[src/rtl/pwm_leds_pkg.sv]
// Shared definitions for the pwm_leds LED controller: register map, CTRL bit
// positions, bus states and small helpers used by the top and the bench.
package pwm_leds_pkg;

  localparam int unsigned REG_CTRL     = 0;
  localparam int unsigned REG_DIRECT   = 1;
  localparam int unsigned REG_PRESCALE = 2;
  localparam int unsigned REG_COUNT    = 3;
  localparam int unsigned REG_DUTY0    = 4;

  localparam int unsigned CTRL_EN   = 0;
  localparam int unsigned CTRL_MODE = 1;

  typedef enum logic {
    BUS_IDLE = 1'b0,
    BUS_ACK  = 1'b1
  } bus_state_e;

  // PWM period in ticks; counter runs 0..MAX-1 so a duty of MAX is always on.
  function automatic int unsigned pwm_max(input int unsigned duty_w);
    return (32'd1 << duty_w) - 32'd1;
  endfunction

  function automatic logic [31:0] merge_lanes(input logic [31:0] cur,
                                              input logic [31:0] wdata,
                                              input logic [3:0]  wstrb);
    logic [31:0] res;
    res = cur;
    for (int b = 0; b < 4; b++) begin
      if (wstrb[b]) res[8*b +: 8] = wdata[8*b +: 8];
    end
    return res;
  endfunction

endpackage

[src/rtl/pwm_leds_channel.sv]
// One PWM channel: software-visible pending duty, shadowed active duty loaded
// at period wrap (or continuously while disabled), and the duty compare.
module pwm_leds_channel #(
  parameter int unsigned DUTY_W = 8
) (
  input  logic              clk_i,
  input  logic              nrst_i,
  input  logic              en_i,
  input  logic              wrap_i,
  input  logic              we_i,
  input  logic [DUTY_W-1:0] wdata_i,
  input  logic [DUTY_W-1:0] cnt_i,
  output logic [DUTY_W-1:0] pend_o,
  output logic              pwm_o
);

  logic [DUTY_W-1:0] pend_q, pend_d;
  logic [DUTY_W-1:0] act_q, act_d;

  always_comb begin
    pend_d = we_i ? wdata_i : pend_q;
    act_d  = (!en_i || wrap_i) ? pend_q : act_q;
  end

  always_ff @(posedge clk_i or negedge nrst_i) begin
    if (!nrst_i) begin
      pend_q <= '0;
      act_q  <= '0;
    end else begin
      pend_q <= pend_d;
      act_q  <= act_d;
    end
  end

  assign pend_o = pend_q;
  assign pwm_o  = (cnt_i < act_q);

endmodule

[src/rtl/pwm_leds.sv]
// Memory-mapped LED controller on the picorv32 native bus: direct or PWM drive
// per channel, shared prescaler, shadowed duty updates and full readback.
//   state    | meaning
//   BUS_IDLE | waiting for mem_valid; sampling a request moves to BUS_ACK
//   BUS_ACK  | mem_ready high for this one cycle; request is not re-sampled
module pwm_leds
  import pwm_leds_pkg::*;
#(
  parameter int unsigned N_CH    = 8,
  parameter int unsigned DUTY_W  = 8,
  parameter int unsigned PRESC_W = 16,
  parameter int unsigned ADDR_W  = 6
) (
  input  logic              clk_i,
  input  logic              nrst_i,
  input  logic              mem_valid_i,
  output logic              mem_ready_o,
  input  logic [ADDR_W-1:0] mem_addr_i,
  input  logic [31:0]       mem_wdata_i,
  input  logic [3:0]        mem_wstrb_i,
  output logic [31:0]       mem_rdata_o,
  output logic [N_CH-1:0]   leds_o
);

  localparam logic [DUTY_W-1:0] CNT_LAST = DUTY_W'(pwm_max(DUTY_W) - 1);

  bus_state_e         state_q;
  logic               ready_q;
  logic [31:0]        rdata_q;
  logic [1:0]         ctrl_q, ctrl_d;
  logic [N_CH-1:0]    direct_q, direct_d;
  logic [PRESC_W-1:0] presc_q, presc_d;
  logic [PRESC_W-1:0] pcnt_q, pcnt_d;
  logic [DUTY_W-1:0]  cnt_q, cnt_d;
  logic [N_CH-1:0]    leds_q, leds_d;
  logic [N_CH-1:0]    pwm;
  logic [N_CH-1:0]    duty_we;
  logic [DUTY_W-1:0]  pend [N_CH];
  logic               req, we, tick, wrap;
  logic [31:0]        rd_val, wr_val;
  logic               unused_wr_bits;

  assign req = (state_q == BUS_IDLE) && mem_valid_i;
  assign we  = req && (|mem_wstrb_i);

  always_comb begin
    rd_val = '0;
    if (mem_addr_i == ADDR_W'(REG_CTRL))     rd_val = 32'(ctrl_q);
    if (mem_addr_i == ADDR_W'(REG_DIRECT))   rd_val = 32'(direct_q);
    if (mem_addr_i == ADDR_W'(REG_PRESCALE)) rd_val = 32'(presc_q);
    if (mem_addr_i == ADDR_W'(REG_COUNT))    rd_val = 32'(cnt_q);
    for (int i = 0; i < int'(N_CH); i++) begin
      if (mem_addr_i == ADDR_W'(REG_DUTY0 + i)) rd_val = 32'(pend[i]);
    end
  end

  // Byte lanes not enabled keep the current register contents.
  assign wr_val         = merge_lanes(rd_val, mem_wdata_i, mem_wstrb_i);
  assign unused_wr_bits = ^wr_val;

  always_comb begin
    ctrl_d   = (we && mem_addr_i == ADDR_W'(REG_CTRL))     ? wr_val[1:0]         : ctrl_q;
    direct_d = (we && mem_addr_i == ADDR_W'(REG_DIRECT))   ? wr_val[N_CH-1:0]    : direct_q;
    presc_d  = (we && mem_addr_i == ADDR_W'(REG_PRESCALE)) ? wr_val[PRESC_W-1:0] : presc_q;
    duty_we  = '0;
    for (int i = 0; i < int'(N_CH); i++) begin
      duty_we[i] = we && (mem_addr_i == ADDR_W'(REG_DUTY0 + i));
    end
  end

  // Counters clear on the edge that drops EN and restart from 0 once EN is seen.
  always_comb begin
    tick   = ctrl_q[CTRL_EN] && (pcnt_q == presc_q);
    wrap   = tick && (cnt_q == CNT_LAST);
    pcnt_d = pcnt_q;
    cnt_d  = cnt_q;
    if (!ctrl_q[CTRL_EN] || !ctrl_d[CTRL_EN]) begin
      pcnt_d = '0;
      cnt_d  = '0;
    end else begin
      pcnt_d = tick ? '0 : pcnt_q + PRESC_W'(1);
      if (tick) cnt_d = wrap ? '0 : cnt_q + DUTY_W'(1);
    end
  end

  always_comb begin
    if (!ctrl_q[CTRL_EN])       leds_d = '0;
    else if (ctrl_q[CTRL_MODE]) leds_d = pwm;
    else                        leds_d = direct_q;
  end

  for (genvar g = 0; g < int'(N_CH); g++) begin : g_ch
    pwm_leds_channel #(.DUTY_W(DUTY_W)) u_ch (
      .clk_i   (clk_i),
      .nrst_i  (nrst_i),
      .en_i    (ctrl_q[CTRL_EN]),
      .wrap_i  (wrap),
      .we_i    (duty_we[g]),
      .wdata_i (wr_val[DUTY_W-1:0]),
      .cnt_i   (cnt_q),
      .pend_o  (pend[g]),
      .pwm_o   (pwm[g])
    );
  end

  always_ff @(posedge clk_i or negedge nrst_i) begin
    if (!nrst_i) begin
      state_q <= BUS_IDLE;
      ready_q <= 1'b0;
      rdata_q <= '0;
    end else begin
      case (state_q)
        BUS_IDLE: begin
          if (req) begin
            state_q <= BUS_ACK;
            ready_q <= 1'b1;
            rdata_q <= rd_val;
          end
        end
        BUS_ACK: begin
          state_q <= BUS_IDLE;
          ready_q <= 1'b0;
          rdata_q <= '0;
        end
      endcase
    end
  end

  always_ff @(posedge clk_i or negedge nrst_i) begin
    if (!nrst_i) begin
      ctrl_q   <= '0;
      direct_q <= '0;
      presc_q  <= '0;
      pcnt_q   <= '0;
      cnt_q    <= '0;
      leds_q   <= '0;
    end else begin
      ctrl_q   <= ctrl_d;
      direct_q <= direct_d;
      presc_q  <= presc_d;
      pcnt_q   <= pcnt_d;
      cnt_q    <= cnt_d;
      leds_q   <= leds_d;
    end
  end

  assign mem_ready_o = ready_q;
  assign mem_rdata_o = rdata_q;
  assign leds_o      = leds_q;

endmodule

[config.mk]
export PLATFORM = sky130hd
export DESIGN_NAME = pwm_leds
export DESIGN_NICKNAME = d
export VERILOG_FILES = /design/src/rtl/pwm_leds_pkg.sv /design/src/rtl/pwm_leds_channel.sv /design/src/rtl/pwm_leds.sv
export SDC_FILE = /design/constraint.sdc
export NUM_CORES = 1
export LEC_CHECK = 0
export CAP_MARGIN = 20
export CORE_AREA = 3 3 181 139
export DETAILED_ROUTE_END_ITERATION = 8
export DIE_AREA = 0 0 184 142
export GPL_TIMING_DRIVEN = 1
export SLEW_MARGIN = 5
export SYNTH_ARGS = -nofsm -noshare
export SYNTH_HDL_FRONTEND = slang
export SYNTH_SLANG_ARGS = --single-unit
[constraint.sdc]
create_clock -name clk_i -period 3 [get_ports clk_i]
set_input_delay 0.6 -clock clk_i [delete_from_list [all_inputs] [get_ports clk_i]]
set_output_delay 0.6 -clock clk_i [all_outputs]
set_load 0.02 [all_outputs]
Word-level counts from Yosys, hierarchy flattened
Index checks and enable logic that the tools add are counted.
- div/mod/pow operators: 0
- $lt $le $gt $ge: 8
- eq/ne operators: 14
- multiply operators: 0
- bitwise gates (word level): 1
- $add $sub $neg: 2
- muxes and demuxes: 28
- reductions and logical operators: 22
- shift operators: 0
- operators by type and width (cell ; number):
    2-to-1 mux 32 bit ; 10
    less-than comparator 8 bit ; 8
    2-to-1 mux 8 bit ; 8
    case mux 32 bit (2 select lines) ; 1
    2-to-1 mux 16 bit ; 3
    equality test 6 x 3 -> 1 bit, second input constant ; 4
    equality test 6 x 4 -> 1 bit, second input constant ; 4
    adder 16 x 1 -> 16 bit, second input constant ; 1
    equality test 16 bit ; 1
    logical AND 1 bit ; 15
    equality test 6 x 2 -> 1 bit, second input constant ; 2
    adder 8 x 1 -> 8 bit, second input constant ; 1
    equality test 8 bit, second input constant ; 1
    equality test 6 x 1 -> 1 bit, second input constant ; 1
    zero test 6 bit ; 1
    case mux 1 bit (2 select lines) ; 2
    OR reduction 4 bit ; 1
    2-to-1 mux 1 bit ; 3
    zero test 1 bit ; 2
    logical OR 1 bit ; 2
    2-to-1 mux 2 bit ; 1
    != test 2 bit, second input constant ; 1
    nonzero test 2 bit ; 1
    inverter 1 bit ; 1
- memories: 0
- register bits after elaboration: 220
- memory bits (read-only): 0
- latch bits: 0
- bits of input ports: 45
- bits in writable memories: 0

Longest topological paths before layout
Gate-level depths: netlist of run 1.
- depth in word-level cells: 18
- depth in mapped cells: 10
- gate-level depth less buffers: 7

Modules after synthesis
From an unflattened synthesis of run 1, not the netlist that was laid out.
- cells, all modules: 1077
- area total of the unflattened synthesis: 11020.6 um2
- modules (own cells, without submodules) (module ; times used ; area an instance (um2) ; cells each ; sequential area each (um2)):
    pwm_leds_channel ; 8 ; 763.2 ; 67 ; 400.4
    pwm_leds ; 1 ; 4914.7 ; 541 ; 1901.8

Least setup slack after synthesis of run 1
No wires, ideal clock.
- kind: input port to flip-flop
- from: input port mem_addr_i[2]
- to: register presc_q[6]
- buffers on the path: 2
- library setup time: 0.125 ns
- setup slack: 0.519 ns
- cell stages on the path: 8
- data required time: 2.875 ns
- data arrival time: 2.356 ns
- cell sequence: buf_6 or4b_1 buf_2 or4_1 o31a_1 o21ai_2 a31oi_2 mux2_2
- longest elaborated chain between the ends: 13
- RTL lines (element ; RTL line ; source):
    from (decl) ; pwm_leds.sv:18 ; input logic [ADDR_W-1:0] mem_addr_i,
    equality test 6 x 1 -> 1 bit ; pwm_leds.sv:49 ; if (mem_addr_i == ADDR_W'(REG_DIRECT)) rd_val = 32'(direct_q);
    2-to-1 mux 8 bit ; pwm_leds.sv:49 ;
    2-to-1 mux 16 bit ; pwm_leds.sv:50 ; if (mem_addr_i == ADDR_W'(REG_PRESCALE)) rd_val = 32'(presc_q);
    2-to-1 mux 32 bit ; pwm_leds.sv:51 ; if (mem_addr_i == ADDR_W'(REG_COUNT)) rd_val = 32'(cnt_q);
    2-to-1 mux 32 bit (8 in a row) ; pwm_leds.sv:53 ; if (mem_addr_i == ADDR_W'(REG_DUTY0 + i)) rd_val = 32'(pend[i]);
    2-to-1 mux 8 bit ; pwm_leds_pkg.sv:30 ; if (wstrb[b]) res[8*b +: 8] = wdata[8*b +: 8];
    to (signal assigned) ; pwm_leds.sv:140 ; presc_q <= presc_d;
    to (decl) ; pwm_leds.sv:32 ; logic [PRESC_W-1:0] presc_q, presc_d;
Parallel ways exist; a longest one is shown, timed or not.
A chain may end at the register's enable or synchronous reset.

Final worst setup path of run 1
- from: input port mem_addr_i[3]
- to: register presc_q[5]
Same word-level chain as after synthesis.

==> results.tsv, run 1 <==
metric	value	unit
commonest non-fill, non-tap cell in the layout	dfrtp_1	
Mapped Area	10500	µm²
Detailed Place HPWL	22400	µm
Setup Skew	0.0170	ns
core box area	23700	µm²
num ports	86	
final cell utilization of the core	53.0	%
Crit Path Max Fanout	10	
H-tree Lvls	1	
maxcap violations	0	
Final Hold Viols	0	
CTS tree	done	
largest family of logic cells by synthesized area	compound AO/OA/AOI/OAI gates	
first-pass GRT wire length	48000	µm
Synth Flop Type	dfrtp_1	
status	complete, no violations	
setup TNS	0	ns
antenna violations before repair	0	
worst setup margin	0.292	ns
cts repair resizes	0	
std cell rows	49	
hold buffers post-CTS	0	
initial DRC count	705	
die area	26100	µm²
asr flop ratio synth	100	%
post-synthesis adder-cell area fraction	7.01	%
post-synthesis mux area share	4.40	%
Max Slew Vio Count	0	
Max IR drop VDD	0.405	mV
Final setup viols	0	
root buf cell	clkbuf_16	
RSZ-0062 raised after global routing	no	
Synth top area share	48.5	%
fraction of layout cells with a size suffix above 1	13.2	%
Layout Area Growth over Synthesis	19.2	%
Setup crit end kind	flop	
vias in the first global route	7975	
Cells after Synth	1122	
simple-gate share of the synthesized area	14.5	%
leak pwr	0.00567	µW
Min-Delay Path Class	in -> async	
GR Overflow Total	0	
WL/cell	19.8	µm
cts bufs inserted	22	
Die X	184	µm
Vias/cell	5.51	
Startpoint Class	input port	
GPL Wtd Cong	0.917	
Filler cells	2124	
clk slew on worst S/H paths	0.06	ns
Residual DRC	0	
Worst-Margin Slew	0.791	ns
worst skew pair latency	0.51	ns
CTS Buffer Depth	3	
Via Count	8459	
port bufs	53	
largest net degree at the start of global routing	74	
post-synthesis cell type count	64	
Compound-Gate Fraction of Synth Area	17.1	%
most frequent cells in the layout	204 x dfrtp_1, 185 x nand2_1, 177 x o21ai_0	
diode count	0	
Worst EP arrival	3.07	ns
sequential area share after synthesis	48.5	%
f_max	369	MHz
crit path kind	in -> reg	
Initial Util	44.5	%
Setup WS pre-CTS	-0.165	ns
crit-path cells	clkdlybuf4s50_1 > or4b_1 > a32o_1 > a31oi_1 > buf_4 > o31a_1 > buf_12 > o21ai_0	
final antenna-violating net count	0	
Nets	1323	
pwr dens	604	nW/µm²
CP max stage cell	or4b_1	
ratio of final minimum period to clock period	90.3	%
Synth Register Bits	204	
drt pass-1 iters	5	
Worst Path Required	3.36	ns
# clock sinks	204	
Crit path largest cell delay	0.60	ns
Die Span Y	142	µm
Total GRT Usage	23.7	%
number of synthesized flops with an enable pin	0	
Slew HR	47.2	%
post-CTS setup buffer count	0	
synth top area cells	dfrtp_1 48%, o21ai_0 8.5%, ha_1 7.0%	
Synth Area in XOR/XNOR	2.66	%
mean area per synthesized cell	9.39	µm²
wirelength, routed	30500	µm
Final Critical Period	2.71	ns
cell accounting for the most synthesized area	dfrtp_1	
Yosys warnings	0	
state kept, by name (all words and copies together), names as in the netlist:
signal            count
g_ch.u_ch.act_q      64
g_ch.u_ch.pend_o     64
mem_rdata_o          16
pcnt_q               16
presc_q              16
cnt_q                 8
direct_q              8
leds_o                8
ctrl_q                2
mem_ready_o           1
state_q               1
cells in the mapped netlist, types with 3 or more instances:
master and n:
o211ai_1 3, a32o_1 5, ha_1 59, mux2_2 30
inv_1 65, and3_1 10, buf_2 9, o21a_1 3
nand4_1 4, o2111ai_1 3, nor2b_1 13, nor3b_1 4
and2_1 4, nor4_1 4, a21o_1 8, o21ai_0 178
clkbuf_1 44, xnor2_1 9, a22oi_1 7, o31ai_1 3
dfrtp_1 204, a31oi_1 6, mux2i_1 8, nand2_1 185
a211oi_1 6, or2_2 3, o22ai_1 8, nand2b_1 17
a31o_2 7, or4_1 4, nor3_1 7, nand3_1 14
buf_4 19, nor2_1 56, or3_1 4, xor2_1 23
a311oi_1 3, o221ai_1 4, a21oi_1 48
logic make-up after synthesis:
logic type | after synthesis
multiplexers | 40
buffers and inverters | 139
AO/OA/AOI/OAI | 310
adder cells (fa/ha/maj) | 59
other | 1
flip-flops | 204
XOR/XNOR | 32
AND/OR/NAND/NOR | 337
final timing paths:
check | from | to | slack (ns) | cells after the start
worst max register to register | presc_q[15] | cnt_q[5] | 0.41 | 6
worst min-delay path | nrst_i | cnt_q[2] | 0.05 | 1
min in group clk_i | mem_rdata_o[3] | mem_rdata_o[3] | 0.50 | 1
worst max-delay path | mem_addr_i[3] | presc_q[5] | 0.29 | 8
max in group asynchronous | nrst_i | mem_rdata_o[5] | 2.21 | 2
worst min register to register | mem_rdata_o[3] | mem_rdata_o[3] | 0.50 | 1
per-layer routing:
metal | vias to the layer above | share of wire, % | track usage (%)
met1 | 4133 | 50 | 37.9
met2 | 248 | 42 | 34.3
met5 | - | 0 | 0
li1 | 4045 | - | -
met4 | 0 | 1.7 | 4.29
met3 | 33 | 5.9 | 3.70
layout make-up:
cell class | count | area (µm²) | area share (%)
clock buffers | 33 | 693 | 5.52
clock inverters | 2 | 10.0 | 0.0798
inverters | 65 | 244 | 1.94
multi-input cells | 794 | 4880 | 38.9
flip-flops and latches | 204 | 5100 | 40.7
well taps | 306 | 383 | 3.05
repair buffers | 132 | 1230 | 9.84
critical path, delay by kind of cell:
family,cells,cell delay [ns]
buf+inv,3,0.89
compound gates,4,0.98
simple gates,1,0.60
where the power goes:
part | switching, µW | internal, µW
sequential | 255 | 3030
combinational | 962 | 675
clock | 1070 | 1580
total | 2290 | 5290
per-stage QoR:
step,hold WS (ns),std cells,instance area [µm²],total power [µW]
after floorplan,0.304,1137,10600,4250
after CTS,0.0771,1536,12600,7640
after global placement,0.480,1501,11800,4930
final,0.0531,1536,12600,7580
after global routing,0.0760,1536,12600,8010
after detailed placement,0.488,1501,11800,4980
(Power assumes the default switching activity.)
==> inputs of run 2 (changes only) <==
--- a/config.mk
+++ b/config.mk
@@ -10,6 +10,7 @@
 export DETAILED_ROUTE_END_ITERATION = 8
 export DIE_AREA = 0 0 184 142
 export GPL_TIMING_DRIVEN = 1
+export RECOVER_POWER = 100
 export SLEW_MARGIN = 5
 export SYNTH_ARGS = -nofsm -noshare
 export SYNTH_HDL_FRONTEND = slang
==> run 2 against run 1 <==
Against the previous run:
- the flow now finishes with violations (capacitance limit, slew limit)
- flip-flop and latch count unchanged
- utilization down 0.33 points
- total power is 0.43% lower
- critical path depth did not move
- clock power about the same
- largest cell class unchanged
==> results.tsv, run 2 (same netlist as run 1, synthesis figures left out) <==
metric	value	unit
Residual DRC	0	
first-pass GRT wire length	48000	µm
Crit Path Max Fanout	10	
Min-Delay Path Class	reg -> reg	
Setup WS pre-CTS	-0.165	ns
Initial Util	44.5	%
Crit path largest cell delay	0.62	ns
Setup Skew	0.0168	ns
clock power share	35.2	%
H-tree Lvls	1	
Detailed Place HPWL	22400	µm
std cell rows	49	
final antenna-violating net count	0	
Die Span Y	142	µm
hold buffers post-CTS	0	
ratio of final minimum period to clock period	93.4	%
net load switching power	2280	µW
WL/cell	19.8	µm
commonest non-fill, non-tap cell in the layout	dfrtp_1	
Hold Path Depth	1	
clk slew on worst S/H paths	0.06	ns
worst setup margin	0.197	ns
Die X	184	µm
RSZ-0062 raised after global routing	no	
CTS tree	done	
Total GRT Usage	23.7	%
Setup crit end kind	flop	
Max IR drop VDD	0.404	mV
Nets	1323	
Worst Path Required	3.36	ns
Startpoint Class	input port	
fraction of layout cells with a size suffix above 1	12.0	%
port bufs	53	
Reg2Reg Depth	8	
worst skew pair latency	0.51	ns
GR Overflow Total	0	
die area	26100	µm²
Seq pwr share	43.6	%
diode count	0	
Final Hold Viols	0	
drt pass-1 iters	5	
fin cells	1536	
pwr dens	605	nW/µm²
Gate power share	21.2	%
most frequent cells in the layout	204 x dfrtp_1, 185 x nand2_1, 179 x o21ai_0	
wirelength, routed	30300	µm
f_max	357	MHz
final cell utilization of the core	52.7	%
root buf cell	clkbuf_16	
Slew HR	-58.2	%
largest net degree at the start of global routing	74	
cts repair resizes	0	
core box area	23700	µm²
Worst-Margin Slew	2.37	ns
Layout Area Growth over Synthesis	18.5	%
leak pwr	0.00570	µW
P_int	5260	µW
Max Slew Vio Count	50	
post-CTS setup buffer count	0	
num ports	86	
maxcap violations	1	
Finished Cell Area	12500	µm²
failing checks	capacitance limit, slew limit	
cts bufs inserted	22	
Via Count	8435	
setup TNS	0	ns
cell total after placement	1501	
DP Area	11800	µm²
crit-path cells	dlygate4sd3_1 > or4b_1 > a32o_1 > a31oi_1 > clkbuf_4 > o31a_1 > buf_12 > o21ai_0	
Final Critical Period	2.80	ns
antenna violations before repair	0	
switching share of power	30.3	%
Worst EP arrival	3.16	ns
status	complete, but fails checks	
initial DRC count	721	
Vias/cell	5.49	
Final setup viols	0	
vias in the first global route	7975	
CP max stage cell	dlygate4sd3_1	
GPL Wtd Cong	0.917	
crit path kind	in -> reg	
# clock sinks	204	
CTS Buffer Depth	3	
==> run 2: power groups by stage <==
stage          combinational, µW  sequential (µW)  clock, µW
2_1_floorplan                984             3260          0
3_3_place_gp                1600             3330          0
3_5_place_dp                1640             3340          0
4_1_cts                     1650             3290       2700
5_1_grt                     1820             3330       2840
6_report                    1600             3290       2650
==> run 2: final cells by class <==
class / instances / area (µm²)
multi-input cells: 794 / 4870
flip-flops and latches: 204 / 5100
clock buffers: 33 / 693
inverters: 65 / 244
clock inverters: 2 / 10.0
well taps: 306 / 383
fillers: 2145 / 11200
repair buffers: 132 / 1170
==> run 2: path summary, 6_finish.rpt <==
| check | from | endpoint | slack (ns) |
|---|---|---|---|
| min reg2reg | mem_rdata_o[4] | mem_rdata_o[4] | 0.50 |
| max reg2reg | presc_q[15] | g_ch[7].u_ch.act_q[2] | 0.33 |
| max | mem_addr_i[3] | presc_q[5] | 0.20 |
| max in group asynchronous | nrst_i | mem_rdata_o[8] | 0.57 |
| min in group asynchronous | nrst_i | cnt_q[2] | 0.93 |
| min | mem_rdata_o[4] | mem_rdata_o[4] | 0.50 |
==> run 2: worst max-delay path, delay by kind of cell <==
family / cells / cell delay [ns]
AND/OR/NAND/NOR: 1 / 0.60
buffers and inverters: 3 / 1.01
AO/OA/AOI/OAI: 4 / 0.96
==> run 2: metal layers <==
metal	global-route usage, %	up-vias	wire, µm
li1	-	4048	-
met1	37.9	4098	15100
met2	34.3	253	12700
met3	3.70	36	1960
met4	4.29	0	516
met5	0	-	0
==> run 2: through the flow <==
step	hold WS, ns	total power [µW]
final	0.499	7540
after global routing	0.522	7980
after CTS	0.0771	7640
after detailed placement	0.488	4980
after global placement	0.480	4930
after floorplan	0.304	4250
==> inputs of run 3 (changes only) <==
--- a/config.mk
+++ b/config.mk
@@ -7,9 +7,11 @@
 export LEC_CHECK = 0
 export CAP_MARGIN = 20
 export CORE_AREA = 3 3 181 139
+export CTS_CLUSTER_SIZE = 14
 export DETAILED_ROUTE_END_ITERATION = 8
 export DIE_AREA = 0 0 184 142
 export GPL_TIMING_DRIVEN = 1
+export MAX_ROUTING_LAYER = met4
 export RECOVER_POWER = 100
 export SLEW_MARGIN = 5
 export SYNTH_ARGS = -nofsm -noshare
==> run 3 against run 2 <==
Against the previous run:
- the run still ends with capacitance limit, slew limit left
- first-iteration DRC count down 9.3%
- global-route usage up 0.90 points
- register-to-register slack better by 0.04 ns
- clock skew down 0.0064 ns
- combinational power about the same
- wire length up 2.2%
- count of clock-buffer cells in the layout down 5
- fmax down 0.47%
- critical path type unchanged
- largest cell class unchanged
==> results.tsv, run 3 (same netlist as run 1, synthesis figures left out) <==
metric	value	unit
Layout Area Growth over Synthesis	19.3	%
H-tree Lvls	1	
Via Count	8501	
Die X	184	µm
core box area	23700	µm²
fraction of layout cells with a size suffix above 1	12.8	%
setup slack, reg-to-reg	0.37	ns
most frequent cells in the layout	204 x dfrtp_1, 185 x nand2_1, 178 x o21ai_0	
clk slew on worst S/H paths	0.06	ns
crit path kind	in -> reg	
num ports	86	
Initial Util	44.5	%
ratio of final minimum period to clock period	93.9	%
worst setup margin	0.184	ns
Hold Slack	0.496	ns
Worst R2R Start	pcnt_q[5]	
Crit. Startpoint	mem_addr_i[0]	
die area	26100	µm²
Reg2Reg Depth	6	
leak pwr	0.00574	µW
Final Hold Viols	0	
maxcap violations	1	
GR Overflow Total	0	
post-CTS setup buffer count	0	
Setup Skew	0.0104	ns
Detailed Place HPWL	22700	µm
cts bufs inserted	22	
std cell rows	49	
Residual DRC	0	
Nets	1327	
failing checks	capacitance limit, slew limit	
# clock sinks	204	
commonest non-fill, non-tap cell in the layout	dfrtp_1	
diode count	0	
DP Area	11900	µm²
CTS Buffer Depth	3	
Final setup viols	0	
worst skew pair latency	0.51	ns
Max IR drop VDD	0.401	mV
port bufs	53	
Setup WS pre-CTS	-0.190	ns
crit-path cells	dlygate4sd3_1 > buf_12 > buf_4 > nor2b_1 > a22oi_1 > o22a_1 > o211ai_1 > clkbuf_1 > a22oi_1 > clkbuf_2 > o21ai_0	
wirelength, routed	31000	µm
Worst Path Required	3.42	ns
Worst-Margin Slew	1.76	ns
f_max	355	MHz
Finished Cell Area	12600	µm²
Vias/cell	5.50	
Min-Delay Path Class	reg -> reg	
Setup crit end kind	flop	
initial DRC count	654	
GPL Wtd Cong	0.935	
setup TNS	0	ns
hold buffers post-CTS	0	
CP max stage cell	dlygate4sd3_1	
Slew HR	-17.4	%
Die Span Y	142	µm
pwr dens	625	nW/µm²
root buf cell	clkbuf_16	
RSZ-0062 raised after global routing	no	
most frequent CP cell	a22oi_1	
final cell utilization of the core	53.1	%
WL/cell	20.1	µm
WHS Endpoint	mem_ready_o	
status	complete, but fails checks	
worst hold path startpoint	mem_ready_o	
antenna violations before repair	1	
CTS tree	done	
vias in the first global route	8082	
Final Critical Period	2.82	ns
cts repair resizes	0	
final antenna-violating net count	0	
drt pass-1 iters	5	
Worst EP arrival	3.24	ns
largest net degree at the start of global routing	71	
Max Slew Vio Count	71	
Startpoint Class	input port	
Hold Path Depth	2	
Crit path largest cell delay	0.58	ns
r2r endpoint	g_ch[1].u_ch.act_q[0]	
Crit Path Max Fanout	12	
Total GRT Usage	24.6	%
first-pass GRT wire length	48000	µm
[run 3: cell count changes in the layout (fill, tap and decap cells not counted), moves of 2 or more]
cell	previous run	this run
buf_4	52	55
bufinv_16	0	4
clkbuf_2	3	6
clkbuf_4	2	4
clkbuf_8	8	2
clkinv_2	2	6
[run 3: stage by stage]
| step | power, µW | std cells |
|---|---|---|
| finish | 7860 | 1545 |
| global route | 8230 | 1545 |
| CTS | 7950 | 1545 |
| detailed placement | 4990 | 1505 |
| global placement | 4940 | 1505 |
| floorplan | 4250 | 1137 |
[run 3: report_power, final]
part | switching (µW) | internal (µW) | leakage [µW] | total [µW]
Clock | 1150 | 1800 | 0.000386 | 2940
Combinational | 959 | 653 | 0.00256 | 1610
Sequential | 266 | 3030 | 0.00279 | 3300
Total | 2370 | 5480 | 0.00574 | 7860
[run 3: worst max-delay path by stage]
stage | endpoint | slack, ns | cells after the start
6_report | g_ch[2].u_ch.pend_o[3] | 0.18 | 11
5_1_grt | presc_q[0] | 0.09 | 11
4_1_cts | g_ch[2].u_ch.pend_o[5] | 0.32 | 8
3_5_place_dp | presc_q[5] | -0.19 | 8
3_3_place_gp | presc_q[5] | -0.17 | 8
2_1_floorplan | presc_q[6] | 0.52 | 8
[run 3: metal layers]
| layer | track usage, % | part of all wire [%] | up-vias | wire [µm] |
|---|---|---|---|---|
| met5 | - | 0 | - | 0 |
| met4 | 5.53 | 2.2 | 0 | 686 |
| met3 | 3.96 | 5.8 | 55 | 1790 |
| met2 | 35.1 | 43 | 251 | 13300 |
| met1 | 36.9 | 49 | 4129 | 15200 |
| li1 | - | - | 4066 | - |
[run 3: critical path, delay by kind of cell]
family	cells	cell delay, ns
simple gates	1	0.34
compound gates	5	0.83
buf+inv	5	1.46
[run 3: layout make-up]
cell class | count | area, µm²
clock inverters | 12 | 166
inverters | 65 | 244
multi-input cells | 794 | 4880
fillers | 2181 | 11100
well taps | 306 | 383
repair buffers | 136 | 1170
flip-flops and latches | 204 | 5100
clock buffers | 28 | 614
